--- config.mk ---
export PLATFORM = sky130hd
export DESIGN_NAME = imm_gen_pipe
export DESIGN_NICKNAME = d
export VERILOG_FILES = /design/src/rtl/imm_gen_pipe.sv
export SDC_FILE = /design/constraint.sdc
export NUM_CORES = 1
export LEC_CHECK = 0
export CAP_MARGIN = 10
export CORE_ASPECT_RATIO = 0.7
export CORE_UTILIZATION = 52
export DETAILED_ROUTE_END_ITERATION = 16
export GPL_TIMING_DRIVEN = 0
export PLACE_DENSITY_LB_ADDON = 0.12
export SKIP_CTS_REPAIR_TIMING = 1
export SYNTH_ARGS = -nofsm -noshare
export SYNTH_HDL_FRONTEND = slang
export SYNTH_SLANG_ARGS = --single-unit
--- constraint.sdc ---
create_clock -name clk -period 8.3 [get_ports clk]
set_clock_uncertainty 0.05 [all_clocks]
set_input_delay 2.075 -clock clk [delete_from_list [all_inputs] [get_ports clk]]
set_output_delay 2.075 -clock clk [all_outputs]
set_load 0.02 [all_outputs]
--- src/rtl/imm_gen_pipe.sv ---
// rtl/imm_gen_pipe.sv - RV immediate decoder feeding a 2-entry valid/ready output buffer
module imm_gen_pipe #(
  parameter int XLEN          = 64,
  parameter int TAG_W         = 8,
  parameter bit LEGACY_BSHIFT = 1'b0
) (
  input  logic             clk,
  input  logic             reset,
  input  logic             flush,
  input  logic             in_valid,
  output logic             in_ready,
  input  logic [31:0]      in_ins,
  input  logic [TAG_W-1:0] in_tag,
  output logic             out_valid,
  input  logic             out_ready,
  output logic [XLEN-1:0]  out_imm,
  output logic [2:0]       out_fmt,
  output logic [TAG_W-1:0] out_tag
);

  localparam logic [2:0] FMT_NONE  = 3'd0;
  localparam logic [2:0] FMT_I     = 3'd1;
  localparam logic [2:0] FMT_S     = 3'd2;
  localparam logic [2:0] FMT_B     = 3'd3;
  localparam logic [2:0] FMT_U     = 3'd4;
  localparam logic [2:0] FMT_J     = 3'd5;
  localparam logic [2:0] FMT_SHAMT = 3'd6;

  logic [31:0]             raw_imm;
  logic                    is_bj;
  logic signed [XLEN-1:0]  wide_imm;
  logic [XLEN-1:0]         dec_imm;
  logic [2:0]              dec_fmt;

  always_comb begin
    raw_imm = '0;
    dec_fmt = FMT_NONE;
    is_bj   = 1'b0;
    case (in_ins[6:0])
      7'b0010011: begin
        // funct3 001/101 are the shifts; their immediate is an unsigned amount
        if (in_ins[13:12] == 2'b01) begin
          raw_imm = (XLEN == 64) ? {26'b0, in_ins[25:20]} : {27'b0, in_ins[24:20]};
          dec_fmt = FMT_SHAMT;
        end else begin
          raw_imm = {{20{in_ins[31]}}, in_ins[31:20]};
          dec_fmt = FMT_I;
        end
      end
      7'b0000011, 7'b1100111, 7'b1110011: begin
        raw_imm = {{20{in_ins[31]}}, in_ins[31:20]};
        dec_fmt = FMT_I;
      end
      7'b0100011: begin
        raw_imm = {{20{in_ins[31]}}, in_ins[31:25], in_ins[11:7]};
        dec_fmt = FMT_S;
      end
      7'b1100011: begin
        raw_imm = {{19{in_ins[31]}}, in_ins[31], in_ins[7], in_ins[30:25], in_ins[11:8], 1'b0};
        dec_fmt = FMT_B;
        is_bj   = 1'b1;
      end
      7'b0110111, 7'b0010111: begin
        raw_imm = {in_ins[31:12], 12'b0};
        dec_fmt = FMT_U;
      end
      7'b1101111: begin
        raw_imm = {{11{in_ins[31]}}, in_ins[31], in_ins[19:12], in_ins[20], in_ins[30:21], 1'b0};
        dec_fmt = FMT_J;
        is_bj   = 1'b1;
      end
      default: begin
        raw_imm = '0;
        dec_fmt = FMT_NONE;
      end
    endcase
    wide_imm = XLEN'($signed(raw_imm));
    dec_imm  = (LEGACY_BSHIFT && is_bj) ? (wide_imm >>> 1) : wide_imm;
  end

  logic [XLEN-1:0]  mem_imm [2];
  logic [2:0]       mem_fmt [2];
  logic [TAG_W-1:0] mem_tag [2];
  logic             rd_ptr;
  logic             wr_ptr;
  logic [1:0]       count;
  logic             accept;
  logic             pop;

  assign in_ready  = !reset && (count < 2'd2);
  assign out_valid = (count != 2'd0);
  assign accept    = in_valid && in_ready;
  assign pop       = out_valid && out_ready;

  // storage is never cleared, so outputs are masked while the buffer is empty
  assign out_imm = out_valid ? mem_imm[rd_ptr] : '0;
  assign out_fmt = out_valid ? mem_fmt[rd_ptr] : FMT_NONE;
  assign out_tag = out_valid ? mem_tag[rd_ptr] : '0;

  always_ff @(posedge clk) begin
    if (reset || flush) begin
      count  <= 2'd0;
      rd_ptr <= 1'b0;
      wr_ptr <= 1'b0;
    end else begin
      if (accept) begin
        mem_imm[wr_ptr] <= dec_imm;
        mem_fmt[wr_ptr] <= dec_fmt;
        mem_tag[wr_ptr] <= in_tag;
        wr_ptr          <= ~wr_ptr;
      end
      if (pop) begin
        rd_ptr <= ~rd_ptr;
      end
      if (accept && !pop) begin
        count <= count + 2'd1;
      end else if (pop && !accept) begin
        count <= count - 2'd1;
      end
    end
  end

endmodule

==> results of run 1 <==
==> layer usage <==
| layer | vias up | GRT usage, % | part of all wire [%] |
|---|---|---|---|
| met3 | 19 | 4.94 | 6.3 |
| met1 | 1429 | 28.8 | 45 |
| met5 | - | 0 | 0 |
| li1 | 1475 | - | - |
| met2 | 130 | 34.9 | 46 |
| met4 | 0 | 10.4 | 2.3 |
==> sequential cells by signal (all words and copies together), names as in the netlist, named ones only <==
| name | flops |
|---|---|
| rd_ptr | 1 |
| mem_fmt | 6 |
| count | 2 |
| wr_ptr | 1 |
| mem_imm | 64 |
| mem_tag | 16 |
==> worst register-to-register path: cells and delay by family (launching register included) <==
| family | cells | cell delay, ns |
|---|---|---|
| buffers and inverters | 3 | 0.57 |
| flip-flops | 1 | 0.33 |
| AND/OR/NAND/NOR | 3 | 0.79 |
==> Yosys cell counts, types with 5 or more instances <==
cell | count | area (µm²)
edfxtp_1 | 86 | 2580
a21o_1 | 12 | 90.1
mux2i_1 | 43 | 430
a22o_1 | 5 | 43.8
o21ai_1 | 10 | 50.1
dfxtp_1 | 5 | 100
clkbuf_1 | 5 | 18.8
buf_4 | 33 | 248
nand2_1 | 16 | 60.1
buf_2 | 9 | 45.0
nor3_1 | 7 | 35.0
nor2_1 | 47 | 176
nor2b_1 | 7 | 43.8
==> worst paths after layout <==
| kind | startpoint | end | slack (ns) | cells after the start |
|---|---|---|---|---|
| setup / recovery | reset | in_ready | 2.75 | 3 |
| hold / removal | rd_ptr | flop | 0.54 | 2 |
| setup reg to reg | count[1] | mem_imm[1][28] | 6.28 | 6 |
| hold reg to reg | rd_ptr | flop | 0.54 | 2 |
==> final cells by class <==
type,count,area [µm²],share of cell area (%)
Buffer,48,323,5.28
Clock buffer,13,250,4.09
Clock inverter,3,47.5,0.778
Inverter,4,15.0,0.246
Multi-Input combinational cell,193,1350,22.1
Sequential cell,91,2680,43.9
Tap cell,101,126,2.07
Timing Repair Buffer,130,1320,21.5
==> power breakdown <==
| group | internal (mW) | switching, mW | leakage (nW) | total [mW] |
|---|---|---|---|---|
| clock | 0.243 | 0.156 | 0.144 | 0.399 |
| sequential | 0.510 | 0.00282 | 0.865 | 0.512 |
| combinational | 0.106 | 0.104 | 1.27 | 0.210 |
==> cell usage in the layout, fill, tap and decap left out, types with 6 or more instances in the layout <==
cell and instances:
nand2_1 16, buf_4 33, o21ai_1 10, nor3_1 6, nor2b_1 7, clkdlybuf4s50_1 121
clkbuf_16 9, nor2_1 46, mux2i_1 43, edfxtp_1 86, buf_6 9, clkbuf_1 8
buf_2 9, a21o_1 12
==> cell families (layout without fill, tap and decap cells) <==
kind of cell             after synthesis  in the layout  synth area share, %
AND/OR/NAND/NOR                       97             97                 10.9
XOR/XNOR                               6              6                 1.21
flip-flops                            91             91                 61.5
adder cells (fa/ha/maj)                1              1                0.287
AO/OA/AOI/OAI                         46             46                 8.41
multiplexers                          43             43                 9.87
buffers and inverters                 52            198                 7.75
==> impl_results.md, run 1 <==
* Starting Density at 54.4%
* Critical path fanouts, max at 6
* Worst path required time at 6.18 ns
* Layout net count at 523
* DP Wirelength at 6.96 mm
* CTS tree: done
* Worst-margin pin slew at 0.576 ns
* Worst Hold Class: reg -> reg
* Crit path cell chain: clkdlybuf4s50_1 -> nor2_1 -> clkdlybuf4s50_1
* Post-Syn Nets at 382
* Global-route wire length before repair at 14.3 mm
* RSZ-0062 raised after global routing: false
* Seq/Total Area, Yosys at 61.5%
* Slowest cell on crit path: clkdlybuf4s50_1
* Worst Hold Slack at 0.538 ns
* Num rows at 27
* PwrDens at 184 nW/µm²
* Violated checks: design-rule violations
* Max-cap viol count at 0
* Antenna violations before repair at 0
* Syn_area_per_cell at 13.0 µm²
* Post-synth cell types at 47
* Pleak at 2.28 nW
* Slew Limit Fails at 0
* Largest net degree at the start of global routing at 27
* H-tree depth at 3
* Via count at 3053
* GRT overflow at 0
* DR vias/cell at 5.24
* DR pass1 iterations at 12
* TritonCTS Buffers at 9
* Routed Wire Length at 9.20 mm
* CTS clk-pin slew, worst paths at 0.06 ns
* Final Hold Viols at 0
* Crit path DAT at 3.42 ns
* Clk_lat worst skew at 0.33 ns
* F_max at 0.180 GHz
* Syn Inst Count at 336
* Core footprint at 8010 µm²
* Root Buffer: clkbuf_16
* Crit-path most repeated cell: clkdlybuf4s50_1
* CTS sink cnt at 91
* Vias in the first global route at 2900
* Initial DRC count at 238
* Fin util at 76.3%
* Final setup vio count at 0
* Area growth from synthesis to layout at 40.2%
* Clock buffer depth at 2
* Final Total Pwr at 1.12 mW
* Post-route setup TNS at 0 ns
* Non-Filler Instances at 583
* Share of layout cells above drive strength 1 at 16.8%
* Status: complete, but fails checks
* IO buf count at 121
* Die area at 8760 µm²
* Slew Limit Headroom at 61.4%
* Antenna viol nets, final at 0
* Largest delay share family, worst path: buffers and inverters
* Residual DRC at 14
* Setup crit end kind: primary output
* GRT Overall Usage at 21.9%
* Placed inst area at 5810 µm²
* Post-Syn Area at 4360 µm²
* Predominant post-synthesis flop cell: edfxtp_1
* N_diodes at 0
* Pre-CTS WS at 2.78 ns
* I/O pins at 122
* Die Width at 111 µm
* FILL cells at 558
* Min Tclk post-route at 5.55 ns
* Avg WL per Cell at 15.8 µm
* WP buf/inv at 2
* Delay of the slowest critical-path stage at 0.65 ns
* Ys async rst share at 0%
* DIE HEIGHT at 78.6 µm
* Worst VDD drop at 128 µV
* FF+latch count, synth at 91
* Synth warn at 0
* Startpoint Class: input pin
* Placed insts at 567
* GPL Wtd Cong at 0.876
* Post-route setup slack at 2.75 ns
* Tcrit/Tclk final at 66.8%
* Design Area, Final at 6110 µm²
* Worst setup path class: in -> out
* Post-synth EDFFs at 86
Note: power is estimated with default switching activity, not from simulation.
==> inputs of run 2 (changes only) <==
- CORE_UTILIZATION: 52 -> 43
- clock period: 8.3 -> 4.9 ns (I/O delays scaled with it)
==> impl_results.md, run 2 (synthesis gave the netlist of run 1 again) <==
* CTS sink cnt at 91 (unchanged)
* P_int at 1.56 mW (+81%)
* Vias in the first global route at 2802 (-3.4%)
* Worst VDD drop at 201 µV (+56%)
* Via count at 3014 (-1.3%)
* Antenna violations before repair at 0 (unchanged)
* Share of layout cells above drive strength 1 at 16.5% (-0.31 points)
* Die Width at 122 µm (+9.8%)
* Largest net degree at the start of global routing at 30 (+11%)
* Crit path cell chain: clkbuf_1 -> buf_2 -> mux2i_1 -> nor2_2 -> buf_8 -> buf_4 -> clkdlybuf4s50_1
* Starting Density at 44.7% (-9.8 points)
* Worst-case hold path end point: rd_ptr
* Die area at 10600 µm² (+20%)
* Clk_lat worst skew at 0.34 ns (about the same)
* CTS tree: done
* Antenna viol nets, final at 0 (unchanged)
* Biggest regs: mem_imm: 64 flops, mem_tag: 16 flops, mem_fmt: 6 flops
* Final Total Pwr at 2.01 mW (+79%)
* Placed insts at 591 (+4.2%)
* IO buf count at 121 (unchanged)
* Num rows at 30 (+11%)
* DR vias/cell at 4.97 (-5.2%)
* Worst Hold Class: reg -> reg
* Root Buffer: clkbuf_16
* NetSw at 0.454 mW (+73%)
* Area growth from synthesis to layout at 42.8%
* Most frequent cells in the layout: clkdlybuf4s50_1 (121), edfxtp_1 (86), nor2_1 (46)
* Global-route wire length before repair at 14.2 mm (-0.77%)
* Slew Limit Headroom at 45.2% (-16 points)
* Max-cap viol count at 0 (unchanged)
* Worst path required time at 3.62 ns (-2.56 ns)
* Delay of the slowest critical-path stage at 0.60 ns (-0.05 ns)
* F_max at 0.248 GHz
* Setup crit end kind: primary output
* Power share of the clock group at 39.1% (+3.5 points)
* PwrDens at 323 nW/µm² (+76%)
* GRT Overall Usage at 18.1% (-3.8 points)
* N_diodes at 0 (unchanged)
* Worst-margin pin slew at 0.820 ns (+0.244 ns)
* Avg WL per Cell at 15.5 µm (-1.7%)
* WP buf/inv at 5 (+3)
* Max reg flops at 64 (unchanged)
* Critical path fanouts, max at 29 (+23)
* Worst Reg-to-Reg Cells at 5 (-1)
* Logic pwr share at 17.7% (-1.0 points)
* DP Wirelength at 6.82 mm (-2.0%)
* DIE HEIGHT at 86.2 µm (+9.7%)
* Worst setup path class: reg -> out
* RSZ-0062 raised after global routing: false
* Sequential Power Share at 43.2% (-2.5 points)
* GRT overflow at 0 (unchanged)
* H-tree depth at 3 (unchanged)
* Residual DRC at 0 (-14)
* Reg-to-reg startpoint: count[1]
* DR pass1 iterations at 4 (-8)
* TritonCTS Buffers at 9 (unchanged)
* Core footprint at 9760 µm² (+22%)
* Largest delay share family, worst path: buffers and inverters
* Commonest non-fill, non-tap cell in the layout: clkdlybuf4s50_1
* Tcrit/Tclk final at 82.2%
* Initial DRC count at 188 (-21%)
* Switching share of power at 22.6% (-0.88 points)
* GPL Wtd Cong at 0.823 (-6.1%)
* RR Endpoint: mem_imm[0][30]
* I/O pins at 122 (unchanged)
* Crit path DAT at 2.75 ns (-0.67 ns)
* Largest Register: mem_imm
* Slew Limit Fails at 0 (unchanged)
* Fin util at 63.8% (-13 points)
* Pleak at 2.31 nW (+1.2%)
* Layout net count at 520 (-0.57%)
* Hold path cells at 2 (unchanged)
* Non-Filler Instances at 607 (+4.1%)
* Routed Wire Length at 9.42 mm (+2.4%)
* Slowest cell on crit path: clkdlybuf4s50_1
* Final Hold Viols at 0 (unchanged)
* Status: finished clean
* CTS clk-pin slew, worst paths at 0.06 ns (about the same)
* Final setup vio count at 0 (unchanged)
* Reg2reg setup slack at 2.81 ns (-3.47 ns)
* Min-Delay Startpoint: rd_ptr
* Min Tclk post-route at 4.03 ns
* Clock buffer depth at 2 (unchanged)
* Startpoint Class: flop
run 2: cell types whose count changed in the layout (fill, tap and decap cells not counted), sizes merged:
cell and change:
buf -3, bufinv +2, clkbuf -1, inv -1
run 2: routing by layer:
| layer | part of all wire, % | routed length (µm) | vias up | global-route usage, % |
|---|---|---|---|---|
| met3 | 6.7 | 629 | 13 | 5.39 |
| met2 | 46 | 4300 | 110 | 28.3 |
| met1 | 46 | 4330 | 1425 | 24.0 |
| met5 | 0 | 0 | - | 0 |
| li1 | - | - | 1466 | - |
| met4 | 1.7 | 160 | 0 | 6.43 |
run 2: how the worst max path moves through the flow:
stage,from,to,slack (ns),depth (start not counted)
detailed placement,reset,in_ready,1.12,3
global route,flop,out_imm[42],0.69,7
CTS,flop,out_imm[42],0.84,7
floorplan,reset,mem_fmt[1][0],0.91,3
finish,flop,out_imm[42],0.87,7
global placement,reset,mem_imm[1][23],-0.36,4
run 2: cell type report:
class                      instances  area, µm²
sequential                        91       2680
inverter                           4       15.0
multi-input combinational        193       1360
tap                              128        160
fill                             774       3530
buffer                            48        323
clock buffer                      12        246
clock inverter                     4       98.8
timing repair buffer             127       1340
run 2: power groups by stage:
stage                     logic (mW)  registers [mW]  clock network [mW]
after floorplan                0.186           0.884                   0
after global placement         0.349           0.885                   0
after detailed placement       0.359           0.885                   0
after CTS                      0.361           0.868               0.799
after global routing           0.382           0.869               0.831
final                          0.357           0.868               0.786
run 2: tightest hold or removal path, stage by stage, from the launching register on:
cell and delay [ns]:
dfxtp_1 0.32, xor2_1 0.08, nor3_1 0.12
run 2: per-stage QoR:
step	worst slack, ns	instance area [µm²]	setup TNS [ns]	hold slack [ns]
2_1_floorplan	0.914	4370	0	0.470
3_3_place_gp	-0.364	5740	-29.65	0.497
3_5_place_dp	1.12	5880	0	0.495
4_1_cts	0.837	6220	0	0.515
5_1_grt	0.693	6220	0	0.577
6_report	0.870	6220	0	0.521
